## src/rtl/instr_encode_loader.sv

```systemverilog
// Encodes decoded operation descriptors into RV32I words and streams them into IMEM.
// Optional build macro HALT_APPEND_EN appends a JAL x0,0 self-loop word after the session.
module instr_encode_loader #(
    parameter int unsigned ADDR_W    = 8,
    parameter int unsigned BASE_ADDR = 0
) (
    input  logic              clk,
    input  logic              rst_n,
    input  logic              start,
    input  logic              in_valid,
    output logic              in_ready,
    input  logic [3:0]        in_op,
    input  logic [4:0]        in_rd,
    input  logic [4:0]        in_rs1,
    input  logic [4:0]        in_rs2,
    input  logic [31:0]       in_imm,
    input  logic              in_last,
    output logic              imem_we,
    output logic [ADDR_W-1:0] imem_addr,
    output logic [31:0]       imem_wdata,
    output logic              load_done,
    output logic [ADDR_W:0]   word_count,
    output logic              err_illegal
);

    typedef enum logic [1:0] {StIdle, StLoad, StDone, StHalt} state_e;

    localparam logic [ADDR_W-1:0] MaxAddr  = '1;
    localparam logic [ADDR_W-1:0] BaseAddr = ADDR_W'(BASE_ADDR);
    localparam logic [31:0]       HaltWord = 32'h0000_006F;

    state_e              state_q, state_d;
    logic [ADDR_W-1:0]   ptr_q, ptr_d;
    logic [ADDR_W:0]     count_q, count_d;
    logic [31:0]         wdata_q, wdata_d;
    logic                pend_q, pend_d;
    logic                term_q, term_d;
    logic                full_q, full_d;
    logic                err_q, err_d;

    logic [31:0]         enc_word;
    logic                enc_legal;
    logic                accept;
    logic                restart;
    logic [ADDR_W:0]     slot;
    logic                slot_is_last;

    always_comb begin
        enc_word  = 32'h0;
        enc_legal = 1'b1;
        case (in_op)
            4'd0:  enc_word = {7'b0000000, in_rs2, in_rs1, 3'b000, in_rd, 7'b0110011};
            4'd1:  enc_word = {7'b0100000, in_rs2, in_rs1, 3'b000, in_rd, 7'b0110011};
            4'd2:  enc_word = {in_imm[11:0], in_rs1, 3'b000, in_rd, 7'b0010011};
            4'd3:  enc_word = {7'b0100000, in_imm[4:0], in_rs1, 3'b101, in_rd, 7'b0010011};
            4'd4:  enc_word = {7'b0000000, in_imm[4:0], in_rs1, 3'b101, in_rd, 7'b0010011};
            4'd5:  enc_word = {in_imm[11:0], in_rs1, 3'b010, in_rd, 7'b0000011};
            4'd6:  enc_word = {in_imm[11:5], in_rs2, in_rs1, 3'b010, in_imm[4:0], 7'b0100011};
            4'd7:  enc_word = {in_imm[12], in_imm[10:5], in_rs2, in_rs1, 3'b000,
                               in_imm[4:1], in_imm[11], 7'b1100011};
            4'd8:  enc_word = {in_imm[12], in_imm[10:5], in_rs2, in_rs1, 3'b001,
                               in_imm[4:1], in_imm[11], 7'b1100011};
            4'd9:  enc_word = {in_imm[31:12], in_rd, 7'b0110111};
            4'd10: enc_word = {in_imm[20], in_imm[10:1], in_imm[11], in_imm[19:12],
                               in_rd, 7'b1101111};
            4'd11: enc_word = {in_imm[11:0], in_rs1, 3'b000, in_rd, 7'b1100111};
            default: enc_legal = 1'b0;
        endcase
    end

    assign accept  = in_valid && in_ready;
    assign restart = start && ((state_q == StIdle) || (state_q == StDone));

    // Address the word accepted this cycle will land at (one ahead if a write is in flight).
    assign slot         = {1'b0, ptr_q} + {{ADDR_W{1'b0}}, pend_q};
    assign slot_is_last = (slot == {1'b0, MaxAddr});

    always_comb begin
        ptr_d   = ptr_q;
        count_d = count_q;
        wdata_d = wdata_q;
        pend_d  = 1'b0;
        term_d  = term_q;
        full_d  = full_q;
        err_d   = err_q;
        if (restart) begin
            ptr_d   = BaseAddr;
            count_d = '0;
            term_d  = 1'b0;
            full_d  = 1'b0;
            err_d   = 1'b0;
        end else begin
            if (imem_we) begin
                count_d = count_q + (ADDR_W+1)'(1);
                // Pointer saturates at the top word instead of wrapping.
                if (ptr_q == MaxAddr) begin
                    full_d = 1'b1;
                end else begin
                    ptr_d = ptr_q + ADDR_W'(1);
                end
            end
            if (accept) begin
                if (enc_legal) begin
                    pend_d  = 1'b1;
                    wdata_d = enc_word;
                end else begin
                    err_d = 1'b1;
                end
                if (in_last || (enc_legal && slot_is_last)) begin
                    term_d = 1'b1;
                end
            end
        end
    end

    always_ff @(posedge clk or negedge rst_n) begin
        if (!rst_n) begin
            state_q <= StIdle;
            ptr_q   <= BaseAddr;
            count_q <= '0;
            wdata_q <= '0;
            pend_q  <= 1'b0;
            term_q  <= 1'b0;
            full_q  <= 1'b0;
            err_q   <= 1'b0;
        end else begin
            state_q <= state_d;
            ptr_q   <= ptr_d;
            count_q <= count_d;
            wdata_q <= wdata_d;
            pend_q  <= pend_d;
            term_q  <= term_d;
            full_q  <= full_d;
            err_q   <= err_d;
        end
    end

    always_comb begin
        state_d = state_q;
        case (state_q)
            StIdle, StDone: begin
                if (start) state_d = StLoad;
            end
            StLoad: begin
                // Any final write completes during this cycle.
                if (term_q) begin
`ifdef HALT_APPEND_EN
                    if (full_q || (pend_q && (ptr_q == MaxAddr))) begin
                        state_d = StDone;
                    end else begin
                        state_d = StHalt;
                    end
`else
                    state_d = StDone;
`endif
                end
            end
            StHalt:  state_d = StDone;
            default: state_d = StIdle;
        endcase
    end

    always_comb begin
        in_ready    = (state_q == StLoad) && !term_q;
        imem_we     = 1'b0;
        imem_addr   = '0;
        imem_wdata  = '0;
        load_done   = (state_q == StDone);
        word_count  = count_q;
        err_illegal = err_q;
        if ((state_q == StLoad) && pend_q) begin
            imem_we    = 1'b1;
            imem_addr  = ptr_q;
            imem_wdata = wdata_q;
        end
`ifdef HALT_APPEND_EN
        if (state_q == StHalt) begin
            imem_we    = 1'b1;
            imem_addr  = ptr_q;
            imem_wdata = HaltWord;
        end
`endif
    end

endmodule

```

## config.mk

```make
export PLATFORM = sky130hd
export DESIGN_NAME = instr_encode_loader
export DESIGN_NICKNAME = d
export VERILOG_FILES = /design/src/rtl/instr_encode_loader.sv
export SDC_FILE = /design/constraint.sdc
export NUM_CORES = 1
export LEC_CHECK = 0
export ABC_AREA = 1
export CELL_PAD_IN_SITES_DETAIL_PLACEMENT = 0
export CELL_PAD_IN_SITES_GLOBAL_PLACEMENT = 1
export CORE_MARGIN = 5
export CORE_UTILIZATION = 34
export CTS_CLUSTER_SIZE = 12
export DETAILED_ROUTE_END_ITERATION = 10
export PLACE_DENSITY_LB_ADDON = 0.12
export SETUP_SLACK_MARGIN = 0.1
export SLEW_MARGIN = 15
export SYNTH_ARGS = -nofsm -noshare
export SYNTH_HDL_FRONTEND = slang
export SYNTH_SLANG_ARGS = --single-unit
export TNS_END_PERCENT = 1
```

## constraint.sdc

```tcl
create_clock -name clk -period 2.9 [get_ports clk]
set_clock_uncertainty 0.2 [all_clocks]
set_input_delay 0.58 -clock clk [delete_from_list [all_inputs] [get_ports clk]]
set_output_delay 0.58 -clock clk [all_outputs]
set_load 0.03 [all_outputs]
```

==> results by group <==
Die
  • Std-Cell Core Area: 0.00911 mm²
  • Vertical die dimension: 106 µm
  • Rows: 35
  • Starting utilization of the core area: 34.5%
  • Die area: 0.0113 mm²
  • Die width: 106 µm
  • Top-level port count: 109

Synth
  • Post-synthesis mux area share: 0%
  • Syn_nets: 517
  • Fraction of the yosys area taken by sequential cells: 42.2%
  • Synthesized-area fraction occupied by xor and xnor cells: 0.837%
  • Share of Yosys cell area claimed by the top area cell type: 42.2%
  • Netlist area before placement: 0.00314 mm²
  • Syn Inst Count: 457
  • Fraction of the mapped netlist area in simple logic gates: 30.7%
  • Synthesized-area fraction occupied by ao, oa, aoi and oai cells: 13.4%
  • Distinct cell type count of the synthesized netlist: 28
  • Register bit count reported by yosys: 53
  • Cell type with the highest aggregate area in the netlist: sky130_fd_sc_hd__dfrtp_1
  • Area contributors post-synth: sky130_fd_sc_hd__dfrtp_1 (42%), sky130_fd_sc_hd__nand2_1 (14%), sky130_fd_sc_hd__inv_1 (8.4%)
  • Synthesized-area fraction occupied by adder cells: 1.59%
  • Number of synthesis warnings: 0
  • Average cell area after synthesis: 6.87 µm²
  • Largest family of logic cells by synthesized area: simple AND/OR/NAND/NOR gates

Pwr
  • Switching share of total power: 38.0%
  • Total power after layout: 0.00282 W
  • Leakage power of the design: 2.22 nW
  • Internal power of the cells: 0.00175 W
  • Sequential fraction of design power: 39.0%
  • Sw power: 0.00107 W
  • Power Dens Cells: 641 mW/mm²
  • Comb power frac: 39.0%
  • Peak VDD IR: 308 µV
  • Clock power share: 22.0%

Global routing
  • Global Route Usage Sum: 16.4%
  • Antenna violations before repair: 0
  • Total grt overflow: 0
  • Largest net degree at the start of global routing: 48
  • Number of global-route vias before repair: 3230
  • First-pass GRT wire length: 15100 µm

Place
  • Final weighted congestion in routability-driven placement: 0.896
  • Post-placement cell count: 667
  • Post-DP HPWL: 6840 µm
  • Count of buffers from port buffering: 108
  • Setup slack after placement: 0.422 ns

Timing
  • Final-report setup violation count: 0
  • Final hold vios: 0
  • Part of the cycle the worst path needs: 87.6%
  • Setup slack after layout: 0.358 ns
  • Setup repair after global routing missed its margin: false
  • Worst Tran Pin Value: 0.687 ns
  • Slew HR: 54.2%
  • Post-layout min period: 2.54 ns
  • Peak Freq: 393 MHz
  • Total negative slack for setup checks: 0 ns
  • Number of slew-limit violations in the final report: 0

Clock network
  • Clk pin slew, worst setup/hold paths: 0.11 ns
  • Number of buffers created by CTS: 5
  • Clock Latency Late Sink: 0.31 ns
  • Post CTS Setup Buffer Count: 0
  • TritonCTS clock tree: built
  • Hold_buf cts: 0
  • Clock root buffer master: sky130_fd_sc_hd__clkbuf_8
  • H-tree levels: 2
  • Number of clock sinks seen by CTS: 53
  • Total of cells resized after clock tree synthesis: 0
  • Max clock buf depth: 2

Route
  • Violation count after the first detailed-routing iteration: 111
  • Routed Wire Length: 9030 µm
  • Routed wire length per instance: 13.4 µm
  • Post-DR vias/cell: 4.76
  • Number of detailed-routing iterations run before antenna repair: 5
  • Number of design rule violations left after detail routing: 0
  • Antenna violation net count after detailed routing: 0
  • Number of vias in the routed layout: 3215

Run
  • Max-capacitance violation count: 0

Finish
  • Area used by sequential logic in the layout: 0.00133 mm²
  • Filler Cells Inserted: 964
  • Ratio of cells with drive above 1 in the final layout: 12.4%
  • Fin cells: 675
  • End-of-flow core utilization: 48.3%
  • Antenna cell count: 0
  • Area of the multi-input gates: 0.00147 mm²
  • Count of nets after finishing: 623
  • Area Overhead vs Synth: 40.1%

Setup path
  • Maximum fanout count along the critical path: 47
  • Critical path endpoint category: output pin
  • Endpoint required time on the critical path: 2.12 ns
  • CP Data Arrival Time: 1.76 ns
  • Kind of launch point of the worst setup path: flop
  • Worst Path Class, Setup: flop to output pin

Outcome
  • Run status: completed

Min path
  • Min-Delay Path Class: primary input to asynchronous set/reset pin
-- logic make-up (layout without fill, tap and decap cells) --
group           after synthesis  after routing
compound gates               76             76
xor+xnor                      3              3
fa+ha+maj                     4              4
buf+inv                      88            195
flops                        53             53
simple gates                233            233
-- flip-flops by register name, indices dropped and copies added (netlist names) --
| name | cells |
|---|---|
| state_q | 2 |
| word_count | 9 |
| err_illegal | 1 |
| term_q | 1 |
| ptr_q | 8 |
| pend_q | 1 |
| wdata_q | 31 |
-- metrics by stage --
step | hold WS (ns) | instance area, µm²
2_1_floorplan | 0.0844 | 3140
3_3_place_gp | 0.235 | 4260
3_5_place_dp | 0.240 | 4260
4_1_cts | 0.108 | 4400
5_1_grt | 0.124 | 4400
6_report | 0.0910 | 4400
-- power groups by stage --
stage               logic, W  clock network (W)  registers, W
floorplan           0.000723                  0       0.00110
global route         0.00126           0.000665       0.00113
global placement     0.00110                  0       0.00111
CTS                  0.00112           0.000637       0.00110
finish               0.00110           0.000620       0.00110
detailed placement   0.00112                  0       0.00111
-- Yosys cell counts --
library cell               count
sky130_fd_sc_hd__o31ai_1       1
sky130_fd_sc_hd__a31oi_1       1
sky130_fd_sc_hd__nand4_1       6
sky130_fd_sc_hd__nor3_1        4
sky130_fd_sc_hd__nor2_2        4
sky130_fd_sc_hd__nor2_4        1
sky130_fd_sc_hd__buf_6         1
sky130_fd_sc_hd__a22oi_1      12
sky130_fd_sc_hd__nand3_2       1
sky130_fd_sc_hd__o22ai_1       1
sky130_fd_sc_hd__inv_1        70
sky130_fd_sc_hd__buf_1         3
sky130_fd_sc_hd__a21oi_1      24
sky130_fd_sc_hd__o21ai_2       1
sky130_fd_sc_hd__ha_1          4
sky130_fd_sc_hd__nand2_1     121
sky130_fd_sc_hd__inv_2         3
sky130_fd_sc_hd__nor2_1       67
sky130_fd_sc_hd__buf_4         1
sky130_fd_sc_hd__nor3b_1       2
sky130_fd_sc_hd__xor2_1        3
sky130_fd_sc_hd__buf_2         8
sky130_fd_sc_hd__o211ai_1      1
sky130_fd_sc_hd__nand3_1      24
sky130_fd_sc_hd__clkbuf_1      2
sky130_fd_sc_hd__nand2_2       3
sky130_fd_sc_hd__dfrtp_1      53
sky130_fd_sc_hd__o21ai_0      35
-- layout by cell type, fill, tap and decap left out, types with 12 or more instances in the layout --
master / synthesis / layout
sky130_fd_sc_hd__nor2_1: 67 / 67
sky130_fd_sc_hd__clkdlybuf4s50_1: 0 / 66
sky130_fd_sc_hd__nand2_1: 121 / 121
sky130_fd_sc_hd__buf_4: 1 / 44
sky130_fd_sc_hd__a21oi_1: 24 / 24
sky130_fd_sc_hd__inv_1: 70 / 70
sky130_fd_sc_hd__a22oi_1: 12 / 12
sky130_fd_sc_hd__dfrtp_1: 53 / 53
sky130_fd_sc_hd__o21ai_0: 35 / 35
sky130_fd_sc_hd__nand3_1: 24 / 23
-- path summary, 6_finish.rpt --
path | cells after the start | startpoint | endpoint | slack [ns]
max | 4 | state_q[0] | imem_we | 0.36
min | 1 | rst_n | ptr_q[7] | 0.09
max reg2reg | 7 | state_q[0] | ptr_q[4] | 0.78
min reg2reg | 2 | wdata_q[1] | wdata_q[1] | 0.26
max in group asynchronous | 2 | rst_n | wdata_q[12] | 1.72
min in group clk | 2 | wdata_q[1] | wdata_q[1] | 0.26
-- critical path: stages, from the launching register on --
cell and delay, ns:
sky130_fd_sc_hd__dfrtp_1 0.44, sky130_fd_sc_hd__nand3_2 0.09, sky130_fd_sc_hd__buf_4 0.45, sky130_fd_sc_hd__inv_1 0.24, sky130_fd_sc_hd__buf_4 0.23
-- layer usage --
metal	GRT usage, %	part of all wire (%)
met5	0	0
met4	3.89	1.1
met3	3.89	5.5
met2	27.3	48
met1	21.5	45
-- area by class of cell --
cell class	instances	share of cell area, %
inverters	73	6.23
multi-input cells	316	33.3
well taps	111	3.16
repair buffers	114	24.0
clock inverters	3	1.56
flip-flops and latches	53	30.1
clock buffers	5	1.56
Note: power is estimated with default switching activity, not from simulation.
